<file path="config.mk">
export PLATFORM = sky130hd
export DESIGN_NAME = multi_seq_mul
export DESIGN_NICKNAME = d
export VERILOG_FILES = /design/src/rtl/multi_seq_mul.sv
export SDC_FILE = /design/constraint.sdc
export NUM_CORES = 1
export LEC_CHECK = 0
export CAP_MARGIN = 0
export CORE_UTILIZATION = 50
export DETAILED_ROUTE_END_ITERATION = 8
export HOLD_SLACK_MARGIN = 0.03
export PLACE_DENSITY_LB_ADDON = 0.1
export SYNTH_ARGS = -nofsm -noshare
export SYNTH_HDL_FRONTEND = slang
export SYNTH_SLANG_ARGS = --single-unit
</file>
<file path="constraint.sdc">
create_clock -name clk -period 5.85 [get_ports clk]
set_clock_uncertainty 0.2 [all_clocks]
set_input_delay 0.585 -clock clk [delete_from_list [all_inputs] [get_ports clk]]
set_output_delay 0.585 -clock clk [all_outputs]
set_load 0.03 [all_outputs]
</file>
<file path="src/rtl/multi_seq_mul.sv">
// multi_seq_mul
// -----------------------------------------------------------------------------
// Sequenced shift-multiply unit. Accepts one DW-bit unsigned sample through a
// valid/ready handshake and emits up to NCOEF products sample * coef[k], one
// per output beat, honouring downstream backpressure. Coefficients live in a
// runtime-programmable table. The whole table is snapshotted when a sample is
// accepted, so table writes never disturb a sequence that is already running.
// Reset contents reproduce the legacy 1/4/7/8 sequence.
//
// Optional feature macro: MULTI_SEQ_MUL_SAT_EN
//   defined   : products wider than OW saturate to 2^OW-1; adds out_sat.
//   undefined : products are truncated to their OW LSBs; no out_sat port.
//
// Ports
//   clk        in   clock, rising edge
//   rst        in   asynchronous active-low reset
//   in_valid   in   sample offered
//   in_ready   out  sample can be accepted this cycle
//   in_data    in   [DW-1:0] sample
//   seq_len    in   beats for this sample (0 or >NCOEF means NCOEF)
//   cfg_we     in   coefficient write strobe
//   cfg_addr   in   coefficient index (out-of-range writes ignored)
//   cfg_data   in   [CW-1:0] coefficient value
//   out_valid  out  out_data holds a valid product
//   out_ready  in   consumer accepts the current beat
//   out_data   out  [OW-1:0] product
//   out_idx    out  beat index k
//   out_sat    out  current beat saturated (MULTI_SEQ_MUL_SAT_EN only)
//   out_last   out  final beat of the current sample
// -----------------------------------------------------------------------------
module multi_seq_mul #(
  parameter int unsigned         DW        = 8,
  parameter int unsigned         CW        = 4,
  parameter int unsigned         NCOEF     = 4,
  parameter int unsigned         OW        = 12,
  parameter logic [NCOEF*CW-1:0] COEF_INIT = {4'd8, 4'd7, 4'd4, 4'd1}
) (
  input  logic                       clk,
  input  logic                       rst,
  input  logic                       in_valid,
  output logic                       in_ready,
  input  logic [DW-1:0]              in_data,
  input  logic [$clog2(NCOEF+1)-1:0] seq_len,
  input  logic                       cfg_we,
  input  logic [$clog2(NCOEF)-1:0]   cfg_addr,
  input  logic [CW-1:0]              cfg_data,
  output logic                       out_valid,
  input  logic                       out_ready,
  output logic [OW-1:0]              out_data,
  output logic [$clog2(NCOEF)-1:0]   out_idx,
`ifdef MULTI_SEQ_MUL_SAT_EN
  output logic                       out_sat,
`endif
  output logic                       out_last
);

  localparam int unsigned LW = $clog2(NCOEF + 1);
  localparam int unsigned AW = $clog2(NCOEF);
  localparam int unsigned PW = DW + CW;
  // Comparison width wide enough for both the full product and the OW limit.
  localparam int unsigned MW = (OW > PW) ? OW : PW;

  typedef enum logic [0:0] {StIdle, StRun} state_e;

  // ---------------------------------------------------------------------------
  // Product narrowing
  // ---------------------------------------------------------------------------
  // Narrow a full-precision product to OW bits. When OW >= PW the cast simply
  // zero-extends, so both builds agree in that case.
  function automatic logic [OW-1:0] f_narrow(input logic [PW-1:0] p);
`ifdef MULTI_SEQ_MUL_SAT_EN
    if (MW'(p) > MW'({OW{1'b1}})) return {OW{1'b1}};
`endif
    return OW'(p);
  endfunction

`ifdef MULTI_SEQ_MUL_SAT_EN
  function automatic logic f_is_sat(input logic [PW-1:0] p);
    return MW'(p) > MW'({OW{1'b1}});
  endfunction
`endif

  // ---------------------------------------------------------------------------
  // State
  // ---------------------------------------------------------------------------
  state_e          r_state;
  logic [DW-1:0]   r_sample;
  logic [LW-1:0]   r_len;
  logic [CW-1:0]   r_tab  [NCOEF];
  logic [CW-1:0]   r_snap [NCOEF];
  logic            r_out_valid;
  logic [OW-1:0]   r_out_data;
  logic [AW-1:0]   r_out_idx;
  logic            r_out_last;
`ifdef MULTI_SEQ_MUL_SAT_EN
  logic            r_out_sat;
`endif

  // ---------------------------------------------------------------------------
  // Combinational helpers
  // ---------------------------------------------------------------------------
  logic            w_in_ready;
  logic            w_accept;
  logic            w_beat_done;
  logic [LW-1:0]   w_len;
  logic [AW-1:0]   w_next_idx;
  logic [PW-1:0]   w_prod0;
  logic [PW-1:0]   w_prod_nx;
  logic            w_cfg_hit;

  // The last beat being consumed frees the unit in the same cycle, which is
  // what lets back-to-back samples flow without a bubble.
  assign w_beat_done = r_out_valid && out_ready;
  assign w_in_ready  = (r_state == StIdle) || (w_beat_done && r_out_last);
  assign w_accept    = in_valid && w_in_ready;

  // Zero or an over-range request both mean "full table".
  assign w_len = ((seq_len == '0) || (32'(seq_len) > 32'(NCOEF))) ? LW'(NCOEF) : seq_len;

  assign w_next_idx = r_out_idx + AW'(1);

  // Beat 0 of a newly accepted sample reads the live table: it equals the
  // snapshot taken at the same edge, and a same-cycle write is not yet visible.
  assign w_prod0   = PW'(in_data) * PW'(r_tab[0]);
  assign w_prod_nx = PW'(r_sample) * PW'(r_snap[w_next_idx]);

  assign w_cfg_hit = cfg_we && (32'(cfg_addr) < 32'(NCOEF));

  // ---------------------------------------------------------------------------
  // Coefficient table
  // ---------------------------------------------------------------------------
  always_ff @(posedge clk or negedge rst) begin
    if (!rst) begin
      for (int k = 0; k < int'(NCOEF); k++) begin
        r_tab[k] <= COEF_INIT[k*CW +: CW];
      end
    end else if (w_cfg_hit) begin
      r_tab[cfg_addr] <= cfg_data;
    end
  end

  // ---------------------------------------------------------------------------
  // Sequencer FSM with registered outputs
  // ---------------------------------------------------------------------------
  always_ff @(posedge clk or negedge rst) begin
    if (!rst) begin
      r_state     <= StIdle;
      r_sample    <= '0;
      r_len       <= '0;
      r_out_valid <= 1'b0;
      r_out_data  <= '0;
      r_out_idx   <= '0;
      r_out_last  <= 1'b0;
`ifdef MULTI_SEQ_MUL_SAT_EN
      r_out_sat   <= 1'b0;
`endif
      for (int k = 0; k < int'(NCOEF); k++) begin
        r_snap[k] <= COEF_INIT[k*CW +: CW];
      end
    end else begin
      unique case (r_state)
        StIdle: begin
          if (w_accept) begin
            r_state     <= StRun;
            r_sample    <= in_data;
            r_len       <= w_len;
            r_snap      <= r_tab;
            r_out_valid <= 1'b1;
            r_out_idx   <= '0;
            r_out_data  <= f_narrow(w_prod0);
            r_out_last  <= (w_len == LW'(1));
`ifdef MULTI_SEQ_MUL_SAT_EN
            r_out_sat   <= f_is_sat(w_prod0);
`endif
          end
        end
        StRun: begin
          if (w_accept) begin
            // Last beat consumed and a new sample taken in the same cycle.
            r_sample    <= in_data;
            r_len       <= w_len;
            r_snap      <= r_tab;
            r_out_valid <= 1'b1;
            r_out_idx   <= '0;
            r_out_data  <= f_narrow(w_prod0);
            r_out_last  <= (w_len == LW'(1));
`ifdef MULTI_SEQ_MUL_SAT_EN
            r_out_sat   <= f_is_sat(w_prod0);
`endif
          end else if (w_beat_done) begin
            if (r_out_last) begin
              r_state     <= StIdle;
              r_out_valid <= 1'b0;
              r_out_last  <= 1'b0;
            end else begin
              r_out_idx   <= w_next_idx;
              r_out_data  <= f_narrow(w_prod_nx);
              r_out_last  <= (LW'(w_next_idx) == (r_len - LW'(1)));
`ifdef MULTI_SEQ_MUL_SAT_EN
              r_out_sat   <= f_is_sat(w_prod_nx);
`endif
            end
          end
          // Otherwise stalled: all outputs hold.
        end
        default: begin
          r_state <= StIdle;
        end
      endcase
    end
  end

  // ---------------------------------------------------------------------------
  // Outputs
  // ---------------------------------------------------------------------------
  assign in_ready  = w_in_ready;
  assign out_valid = r_out_valid;
  assign out_data  = r_out_data;
  assign out_idx   = r_out_idx;
  assign out_last  = r_out_last;
`ifdef MULTI_SEQ_MUL_SAT_EN
  assign out_sat   = r_out_sat;
`endif

endmodule

</file>
Word-level counts from Yosys, hierarchy flattened
Index checks and enable logic that the tools add are counted.
{ "op_classes": {"reduce_logical": 10, "n_eq_ne": 6, "addsub": 2, "bitwise": 3, "n_lt_le_gt_ge": 4, "mux": 35, "n_div": 0, "shifts": 0, "mul": 2} }
{ "op_table": {"columns": ["cell", "count"], "rows": [
  ["two-way mux 12 bit", 4],
  ["multiplier 8 x 4 -> 12 bit", 2],
  ["one-hot mux 12 bit (2 select lines)", 1],
  ["bitwise mux 16 bit", 1],
  ["two-way mux 16 bit", 1],
  ["two-way mux 1 bit", 12],
  ["two-way mux 4 bit", 3],
  ["binary-select mux 4 bit (select 2 bit)", 1],
  ["demux 4 bit (select 2 bit)", 1],
  ["two-way mux 2 bit", 4],
  ["two-way mux 8 bit", 1],
  ["greater-or-equal comparator 3 bit, second input constant", 2],
  ["two-way mux 3 bit", 2],
  ["inequality test 3 x 1 -> 1 bit, second input constant", 2],
  ["inverter 2 -> 3 bit", 2],
  ["one-hot mux 1 bit (2 select lines)", 3],
  ["AND reduction 3 bit", 2],
  ["logical AND 1 bit", 4],
  ["one-hot mux 2 bit (2 select lines)", 1],
  ["== test 2 x 3 -> 1 bit", 1],
  ["== test 3 x 1 -> 1 bit, second input constant", 1],
  ["greater-than comparator 3 bit, second input constant", 1],
  ["zero test 3 bit", 1],
  ["less-than comparator 3 x 1 -> 1 bit, second input constant", 1],
  ["7 further kinds", 8]
]} }
{ "totals": {"reg_bits": 60, "mem_bits_ro": 0, "in_bits": 22, "word_cells": 77, "mem_bits_rw": 0, "memories": 0, "out_inout_bits": 17, "latchBits": 0} }

Logic depth before layout (Yosys ltp)
Gate-level depths: netlist (run 1).
{ "logic_depth": {"depth_word": 10, "mapped_depth": 14, "ltp_nobuf": 13} }

Worst setup path after synthesis (run 1)
OpenSTA, ideal clock, no wires.
{ "synth_path": {"kind": "reg2reg", "start": "register r_out_idx[1], in the netlist out_idx[1]", "end": "register r_out_data[11], in the netlist out_data[11]", "synth_period_minus_slack_ps": 4570, "setup_slack_ps": 1280, "path_buffers": 1, "setup_ps": 126, "t_required_ps": 5524, "path_stages_with_launch": 15, "arrival_time_ps": 4244, "path_cell_list": "dfrtp_1 > buf_2 > mux4_2 > and2_1 > fa_1 > inv_1 > fa_1 > inv_1 > ha_1 > o21ai_1 > nor3_1 > or4_1 > a21oi_2 > xnor2_1 > a221o_1"} }
{ "synth_via": {"elab_chain_len": 10} }
{ "synth_rtl": {"columns": ["element", "line_no", "source"], "rows": [
  ["from (decl)", "93", "logic [AW-1:0] r_out_idx;"],
  ["from (signal assigned)", "196", "r_out_idx <= w_next_idx;"],
  ["adder 2 x 1 -> 2 bit", "120", "assign w_next_idx = r_out_idx + AW'(1);"],
  ["inverter 2 -> 3 bit (not written as such)", "125", "assign w_prod_nx = PW'(r_sample) * PW'(r_snap[w_next_idx]);"],
  ["binary-select mux 4 bit (select 2 bit)", "125", null],
  ["two-way mux 4 bit (not written as such) (2 in series)", "125", null],
  ["multiplier 8 x 4 -> 12 bit", "125", null],
  ["two-way mux 12 bit", "191", "if (r_out_last) begin"],
  ["two-way mux 12 bit", "190", "end else if (w_beat_done) begin"],
  ["two-way mux 12 bit", "178", "if (w_accept) begin"],
  ["one-hot mux 12 bit (2 select lines)", "161", "unique case (r_state)"],
  ["to (signal assigned)", "170", "r_out_data <= f_narrow(w_prod0);"],
  ["to (signal assigned)", "185", "r_out_data <= f_narrow(w_prod0);"],
  ["to (signal assigned)", "197", "r_out_data <= f_narrow(w_prod_nx);"],
  ["to (decl)", "92", "logic [OW-1:0] r_out_data;"]
]} }
No other way between the ends. The select of a mux whose other input is x is not followed.
A chain may end at the register's enable or synchronous reset.

Worst setup path in the final report (run 1)
Same ends and word-level chain as after synthesis.

==> reports/summary.txt, run 1 <==
status: finished, final reports clean
Die Y: 95.9 um
hold_buf cts: 0
Synth area leaders: dfrtp_1 (27%), fa_1 (11%), nand2_1 (9.8%)
FFs w/ async S/R, synth: 100%
Avg Cell Area, Syn: 9.19 um^2
total core area: 0.00838 mm^2
wire length on met3: 363 um
CTS clk-pin slew, worst paths: 0.07 ns
Routed met1 length: 4740 um
WHS: 0.189 ns
final setup margin: 1.23 ns
number of diodes: 0
total gr overflow: 0
first-pass GRT wire length: 16,600 um
Yosys top cell area share: 27.3%
CP startpoint kind: flip-flop
placer congestion estimate: 0.863
# setup viols final: 0
layout cells sized above 1: 11.5%
Commonest cells post-synth: nand2_1 (115), inv_1 (52), dfrtp_1 (48)
number of flops mapped to enable cells by yosys: 0
DR DRC count: 0
Fin Setup TNS: 0 ns
period utilization: 79.0%
# IOs: 39
leakage: 0.00246 uW
Placement Cell Area: 0.00490 mm^2
drt total wl: 9420 um
actual slew at the worst max-slew pin: 0.755 ns
Setup crit end kind: flip-flop
drt wl/cell: 15.0 um
Skew-Pair Late Insertion Delay: 0.34 ns
ANT nets after route: 0
Worst VDD drop: 180 uV
Main synth FF type: dfrtp_1
# rows: 33
dpl ws: 1.24 ns
Final nets: 598
post-synthesis cell area: 0.00440 mm^2
die area: 0.00919 mm^2
CTS sink cnt: 60
Synth area leader: dfrtp_1
Area Overhead vs Synth: 16.1%
number of global-route vias before repair: 3,418
total power: 2540 uW
CTS tree: yes
number of vias per cell: 5.32
CP required: 5.88 ns
drt initial violations: 137
Gate Count Post-Synth: 479
DR top layer: met4
final hold vios: 0
Crit Path Max Fanout: 8
initial antenna violation count: 0
Peak Freq: 0.216 GHz
Yosys cell types: 49
CP Data Arrival Time: 4.65 ns
syn_nets: 559
Ys Warns: 0
DP Wirelength: 7060 um
R2R Setup Slk: 1.23 ns
minimum clock period: 4.62 ns
Starting Density: 52.5%
drt pass-1 iters: 4
Pins Over Slew Limit: 0
clk buf depth: 2
CTS Buf Count: 9
port buffer count: 38
WL met2: 4210 um
Pwr Density: 496 mW/mm^2
kind of critical path: flip-flop to flip-flop
Post-CTS Resized: 0
register area share after synthesis: 34.4%
Seq cells post-synth: 60
Max-Slew Margin vs Limit: 49.6%
Post-CTS Setup Inserts: 0
clock root cell: clkbuf_8
Die Wd: 95.9 um
Vias: 3,343
Hold Path Class: primary input to asynchronous set/reset pin
largest net degree at the start of global routing: 61
top-count cell post-synth: nand2_1
maxcap violations: 0
RSZ-0062 raised after global routing: false
final instance area: 0.00511 mm^2
H-Tree Depth: 3
GRT Overall Usage: 24.2%
## worst paths after layout
path                                        start                        to  cells past startpoint
min in group clk             r_tab[6]$_DFFE_PN1P_     r_snap[6]$_DFFE_PN1P_                      2
hold reg to reg              r_tab[6]$_DFFE_PN1P_     r_snap[6]$_DFFE_PN1P_                      2
setup / recovery           out_idx[1]$_DFFE_PN0P_  out_data[11]$_DFFE_PN0P_                     13
hold / removal                                rst      r_len[2]$_DFFE_PN0P_                      2
max in group asynchronous                     rst   r_sample[6]$_DFFE_PN0P_                      2
setup reg to reg           out_idx[1]$_DFFE_PN0P_  out_data[11]$_DFFE_PN0P_                     13
## final cells by class
cell class                      instances  area (um^2)
Fill cell                             748         3270
Multi-Input combinational cell        353         2650
Sequential cell                        60         1520
Timing Repair Buffer                   42          405
Inverter                               52          195
Tap cell                              105          131
Clock buffer                           10          128
Clock inverter                          6         88.8
## kinds of logic (layout without fill, tap and decap cells)
family | Yosys count | in the layout | synth area share (%)
DFF | 60 | 60 | 34.4
and+or+nand+nor | 196 | 196 | 20.8
AOI/OAI and AO/OA | 68 | 68 | 10.1
buffers and inverters | 66 | 110 | 5.65
xor gates and xnor gates | 9 | 9 | 1.79
adders and majority gates | 58 | 58 | 20.6
muxes | 22 | 22 | 6.65
## metal layers
| metal | vias to the layer above | GRT usage, % |
|---|---|---|
| li1 | 1663 | - |
| met1 | 1599 | 34.5 |
| met2 | 72 | 38.5 |
| met3 | 9 | 4.27 |
| met4 | 0 | 5.72 |
| met5 | - | 0 |
## flip-flops by register name, summed over array words and instances (netlist names)
signal / cells
out_data: 12
r_sample: 8
r_len: 3
out_valid: 1
r_state: 1
r_snap: 16
out_last: 1
out_idx: 2
r_tab: 16
## metrics by stage
stage / std cells / util [%]
after global placement: 612 / 58.4
after CTS: 628 / 61.0
after floorplan: 479 / -
final: 628 / 61.0
after global routing: 628 / 61.0
after detailed placement: 612 / 58.4
## critical path: stages, from the launching register on
cell and delay [ns]:
dfrtp_1 0.58, mux4_2 0.64, and2_1 0.21, fa_1 0.53, inv_1 0.05, fa_1 0.53
inv_1 0.04, ha_1 0.25, a211oi_2 0.29, nor3_1 0.11, or4_1 0.53, a21oi_2 0.16
xnor2_1 0.08, a221o_1 0.31
## placed cells by master (no fill, tap or decap), drive strengths merged, types with 3 or more instances in the layout
cell,n
nand2b,3
a211oi,5
mux4,4
nor2b,4
and2,42
xnor2,6
o21ai,23
inv,52
a21oi,14
clkbuf,10
fa,24
or3,3
xor2,3
nand4,4
nand2,115
dfstp,12
clkdlybuf4s50,37
nand3,5
mux2,18
buf,5
nor3,4
dfrtp,48
a221oi,3
a21o,4
ha,34
nor2,8
## where the power goes
group / internal [uW] / switching (uW) / leakage [uW]
sequential: 596 / 147 / 0.000727
combinational: 595 / 784 / 0.00164
clock: 240 / 176 / 0.000102
total: 1430 / 1110 / 0.00246
Power figures use the tool's default switching activity.
==> inputs of run 2 (changes only) <==
==> constraint.sdc (replaced) <==
create_clock -name clk -period 4.7 [get_ports clk]
set_clock_uncertainty 0.2 [all_clocks]
set_input_delay 0.47 -clock clk [delete_from_list [all_inputs] [get_ports clk]]
set_output_delay 0.47 -clock clk [all_outputs]
set_load 0.03 [all_outputs]
==> run 2 against run 1 <==
  * Global-route usage decreased by 0.14 points
  * Fmax increased by 3.8%
  * Final area increased by 0.83%
  * Worst hold slack got worse by 0.11 ns
  * Flip-flop and latch count unchanged
  * First-iteration DRC count increased by 19%
  * Combinational power increased by 26%
  * Sequential share of layout area decreased by 0.24 points
  * Worst setup slack got worse by 0.98 ns
==> reports/summary.txt, run 2 (same netlist as run 1, synthesis figures left out) <==
status: finished, final reports clean
Post-CTS Setup Inserts: 0
drt initial violations: 163
total core area: 0.00838 mm^2
leakage: 0.00248 uW
Skew-Pair Late Insertion Delay: 0.35 ns
WP buf/inv: 2
die area: 0.00919 mm^2
CTS Buf Count: 9
CP Launch Point: out_idx[1]$_DFFE_PN0P_
WHS: 0.0773 ns
drt wl/cell: 15.2 um
Fin Setup TNS: 0 ns
Max-Slew Margin vs Limit: 49.1%
Finished Layout Cells: 631
Die Wd: 95.9 um
actual slew at the worst max-slew pin: 0.764 ns
H-Tree Depth: 3
CTS tree: yes
Pins Over Slew Limit: 0
CP required: 4.73 ns
CTS sink cnt: 60
CP startpoint kind: flip-flop
RSZ-0062 raised after global routing: false
placer congestion estimate: 0.863
# IOs: 39
commonest non-fill, non-tap cells in the layout: nand2_1 (115), inv_1 (52), dfrtp_1 (48)
worst path cell trace: mux4_2 -> and2_1 -> fa_1 -> inv_1 -> fa_1 -> inv_1 -> ha_1 -> o21ai_1 -> nor3_1 -> or4_1 -> a21oi_2 -> xnor2_1 -> a221o_1
GRT Overall Usage: 24.1%
Cells after DPL: 615
DR DRC count: 0
largest stage delay on the critical path: 0.61 ns
drt total wl: 9570 um
Peak Freq: 0.225 GHz
Setup crit end kind: flip-flop
R2R Path Start: out_idx[1]$_DFFE_PN0P_
kind of critical path: flip-flop to flip-flop
first-pass GRT wire length: 16,600 um
port buffer count: 38
WP depth: 13
number of vias per cell: 5.27
Worst VDD drop: 225 uV
Starting Density: 52.5%
clock root cell: clkbuf_8
Pwr Density: 620 mW/mm^2
Die Y: 95.9 um
minimum clock period: 4.45 ns
family with the most delay on the worst path: adder cells
# rows: 33
Area Overhead vs Synth: 17.1%
Crit Path Max Fanout: 8
number of global-route vias before repair: 3,437
# setup viols final: 0
initial antenna violation count: 0
Final nets: 601
largest net degree at the start of global routing: 61
clk buf depth: 2
ANT nets after route: 0
CP max stage cell: mux4_2
drt pass-1 iters: 4
Hold Path Class: primary input to asynchronous set/reset pin
most common cell after layout, fill and taps aside: nand2_1
total gr overflow: 0
CTS clk-pin slew, worst paths: 0.08 ns
final core occ: 61.5%
number of diodes: 0
DP Wirelength: 7200 um
CP Data Arrival Time: 4.49 ns
Vias: 3,323
layout cells sized above 1: 12.4%
final hold vios: 0
Worst R2R Path Depth: 13
maxcap violations: 0
period utilization: 94.7%
## run 2: layout make-up
cell class | instances | area (um^2)
fill | 724 | 3220
multi-input combinational | 353 | 2660
sequential | 60 | 1520
timing repair buffer | 45 | 428
inverter | 52 | 195
clock buffer | 10 | 138
tap | 105 | 131
clock inverter | 6 | 93.8
## run 2: per-layer routing
metal | vias up | global-route usage (%) | routed length (um)
met3 | 10 | 5.53 | 426
met2 | 77 | 38.5 | 4400
li1 | 1670 | - | -
met1 | 1566 | 33.0 | 4640
met5 | - | 0 | 0
met4 | 0 | 6.22 | 111
## run 2: power breakdown
part	total [uW]	switching (uW)	internal (uW)	leakage (uW)
clock network	547	230	318	0.000113
logic	1740	986	752	0.00164
registers	910	168	742	0.000727
total	3200	1380	1810	0.00248
## run 2: timing repair
item                                    CTS  global route
resized for setup                         0             1
hold buffers                              0             0
endpoints found under the setup margin    0             1
## run 2: worst paths after layout
check                                                end  slack (ns)
worst max-delay path            out_data[11]$_DFFE_PN0P_        0.25
worst max register to register  out_data[11]$_DFFE_PN0P_        0.25
max in group asynchronous           r_tab[8]$_DFFE_PN0P_        3.72
worst min-delay path                r_len[2]$_DFFE_PN0P_        0.08
min in group clk                   r_snap[6]$_DFFE_PN1P_        0.26
worst min register to register     r_snap[6]$_DFFE_PN1P_        0.26
## run 2: per-stage QoR
| stage | area [um^2] | setup WS [ns] | total power, uW |
|---|---|---|---|
| after global placement | 4920 | 0.324 | 2610 |
| after CTS | 5150 | 0.198 | 3210 |
| after floorplan | 4400 | 0.130 | 2150 |
| after detailed placement | 4920 | 0.228 | 2640 |
| after global routing | 5160 | 0.000374 | 3510 |
| final | 5160 | 0.248 | 3200 |
==> inputs of run 3 (changes only) <==
--- a/config.mk
+++ b/config.mk
@@ -6,7 +6,7 @@
 export NUM_CORES = 1
 export LEC_CHECK = 0
 export CAP_MARGIN = 0
-export CORE_UTILIZATION = 50
+export CORE_UTILIZATION = 45
 export DETAILED_ROUTE_END_ITERATION = 8
 export HOLD_SLACK_MARGIN = 0.03
 export PLACE_DENSITY_LB_ADDON = 0.1
==> run 3 against run 2 <==
  * Combinational power about the same
  * Sequential power increased by 0.8%
  * Die area increased by 11%
  * Worst hold slack got worse by 0.018 ns
  * Final cell count increased by 3.8%
==> reports/summary.txt, run 3 (same netlist as run 1, synthesis figures left out) <==
status: finished, final reports clean
CTS clk-pin slew, worst paths: 0.08 ns
Finished Layout Cells: 655
R2R Path Start: out_idx[1]$_DFFE_PN0P_
drt pass-1 iters: 5
CP startpoint kind: flip-flop
Die Y: 101 um
die area: 0.0102 mm^2
number of diodes: 0
H-Tree Depth: 3
port buffer count: 38
Setup crit end kind: flip-flop
Pwr Density: 621 mW/mm^2
Worst setup endpoint: out_data[11]$_DFFE_PN0P_
Crit Path Max Fanout: 8
total core area: 0.00937 mm^2
clk buf depth: 2
Reg power frac: 28.6%
Pins Over Slew Limit: 0
CP Launch Point: out_idx[1]$_DFFE_PN0P_
# setup viols final: 0
CP required: 4.73 ns
drt wl/cell: 15.4 um
# rows: 35
Starting Density: 47.0%
placer congestion estimate: 0.893
final hold vios: 0
Gate power share: 54.7%
largest net degree at the start of global routing: 61
DR DRC count: 0
Skew-Pair Late Insertion Delay: 0.35 ns
maxcap violations: 0
Worst VDD drop: 325 uV
clock root cell: clkbuf_8
CTS tree: yes
GRT Overall Usage: 21.9%
CP Data Arrival Time: 4.46 ns
ANT nets after route: 0
cell internal pwr: 1800 uW
Worst R2R Path Depth: 13
drt initial violations: 172
DP Wirelength: 7610 um
final setup margin: 0.269 ns
actual slew at the worst max-slew pin: 0.896 ns
drt total wl: 10,100 um
leakage: 0.00249 uW
CTS Buf Count: 9
initial antenna violation count: 0
minimum clock period: 4.43 ns
sw frac: 43.9%
R2R Setup Slk: 0.27 ns
Fin Setup TNS: 0 ns
number of vias per cell: 5.17
dpl ws: 0.186 ns
Net Switching: 1410 uW
RSZ-0062 raised after global routing: false
final core occ: 55.2%
# IOs: 39
fillers: 889
Final nets: 601
total gr overflow: 0
Peak Freq: 0.226 GHz
commonest non-fill, non-tap cells in the layout: nand2_1 (115), inv_1 (52), dfrtp_1 (47)
Max-Slew Margin vs Limit: 40.1%
RR Endpoint: out_data[11]$_DFFE_PN0P_
Die Wd: 101 um
Cells after DPL: 639
Vias: 3,388
Area Overhead vs Synth: 17.5%
first-pass GRT wire length: 16,700 um
period utilization: 94.3%
most common cell after layout, fill and taps aside: nand2_1
Hold Path Class: primary input to asynchronous set/reset pin
kind of critical path: flip-flop to flip-flop
CTS sink cnt: 60
number of global-route vias before repair: 3,387
Clk network pwr share: 16.7%
layout cells sized above 1: 12.4%
-- run 3: area by class of cell --
type,instances,area (um^2),share of cell area [%]
Multi-Input combinational cell,353,2650,51.2
Sequential cell,60,1520,29.3
Timing Repair Buffer,45,428,8.27
Inverter,52,195,3.77
Tap cell,129,161,3.12
Clock buffer,9,124,2.39
Clock inverter,7,98.8,1.91
-- run 3: critical path, stage by stage (launching register included) --
cell and delay, ns:
dfrtp_2 0.45, mux4_2 0.60, and2_1 0.21, fa_1 0.53, inv_1 0.05, fa_1 0.52
inv_1 0.04, ha_1 0.24, a211oi_2 0.29, nor3_1 0.09, or4_1 0.52, a21oi_2 0.17
xnor2_1 0.08, a221o_1 0.31
-- run 3: worst min path at each step --
stage,slack (ns),to,cells past startpoint
2_1_floorplan,-0.03,out_data[0]$_DFFE_PN0P_,0
3_3_place_gp,0.24,r_snap[5]$_DFFE_PN1P_,2
3_5_place_dp,0.25,r_snap[5]$_DFFE_PN1P_,2
4_1_cts,0.08,r_tab[8]$_DFFE_PN0P_,2
5_1_grt,0.14,r_tab[8]$_DFFE_PN0P_,2
6_report,0.06,r_tab[8]$_DFFE_PN0P_,2
-- run 3: per-stage QoR --
stage / hold WS, ns / power, uW / area (um^2)
global route: 0.137 / 3520 / 5170
finish: 0.0593 / 3210 / 5170
floorplan: -0.0256 / 2150 / 4400
CTS: 0.0836 / 3230 / 5170
global placement: 0.241 / 2650 / 4950
detailed placement: 0.246 / 2680 / 4950
-- run 3: repair_timing --
| item | in CTS | in global routing |
|---|---|---|
| endpoints found under the setup margin | 0 | 1 |
| setup buffers | 0 | 0 |
| resized for setup | 0 | 1 |
| hold buffers | 0 | 0 |
-- run 3: per-layer routing --
layer | GRT usage [%] | routed length (um) | up-vias
met3 | 3.81 | 319 | 13
met4 | 8.03 | 142 | 0
met1 | 29.2 | 4710 | 1647
met5 | 0 | 0 | -
met2 | 35.8 | 4900 | 59
li1 | - | - | 1669
-- run 3: power by group through the flow --
| stage | Combinational, uW | Clock, uW | Sequential, uW |
|---|---|---|---|
| after floorplan | 1210 | 0 | 948 |
| after global placement | 1730 | 0 | 922 |
| after detailed placement | 1750 | 0 | 927 |
| after CTS | 1760 | 551 | 918 |
| after global routing | 2010 | 566 | 944 |
| final | 1760 | 538 | 917 |
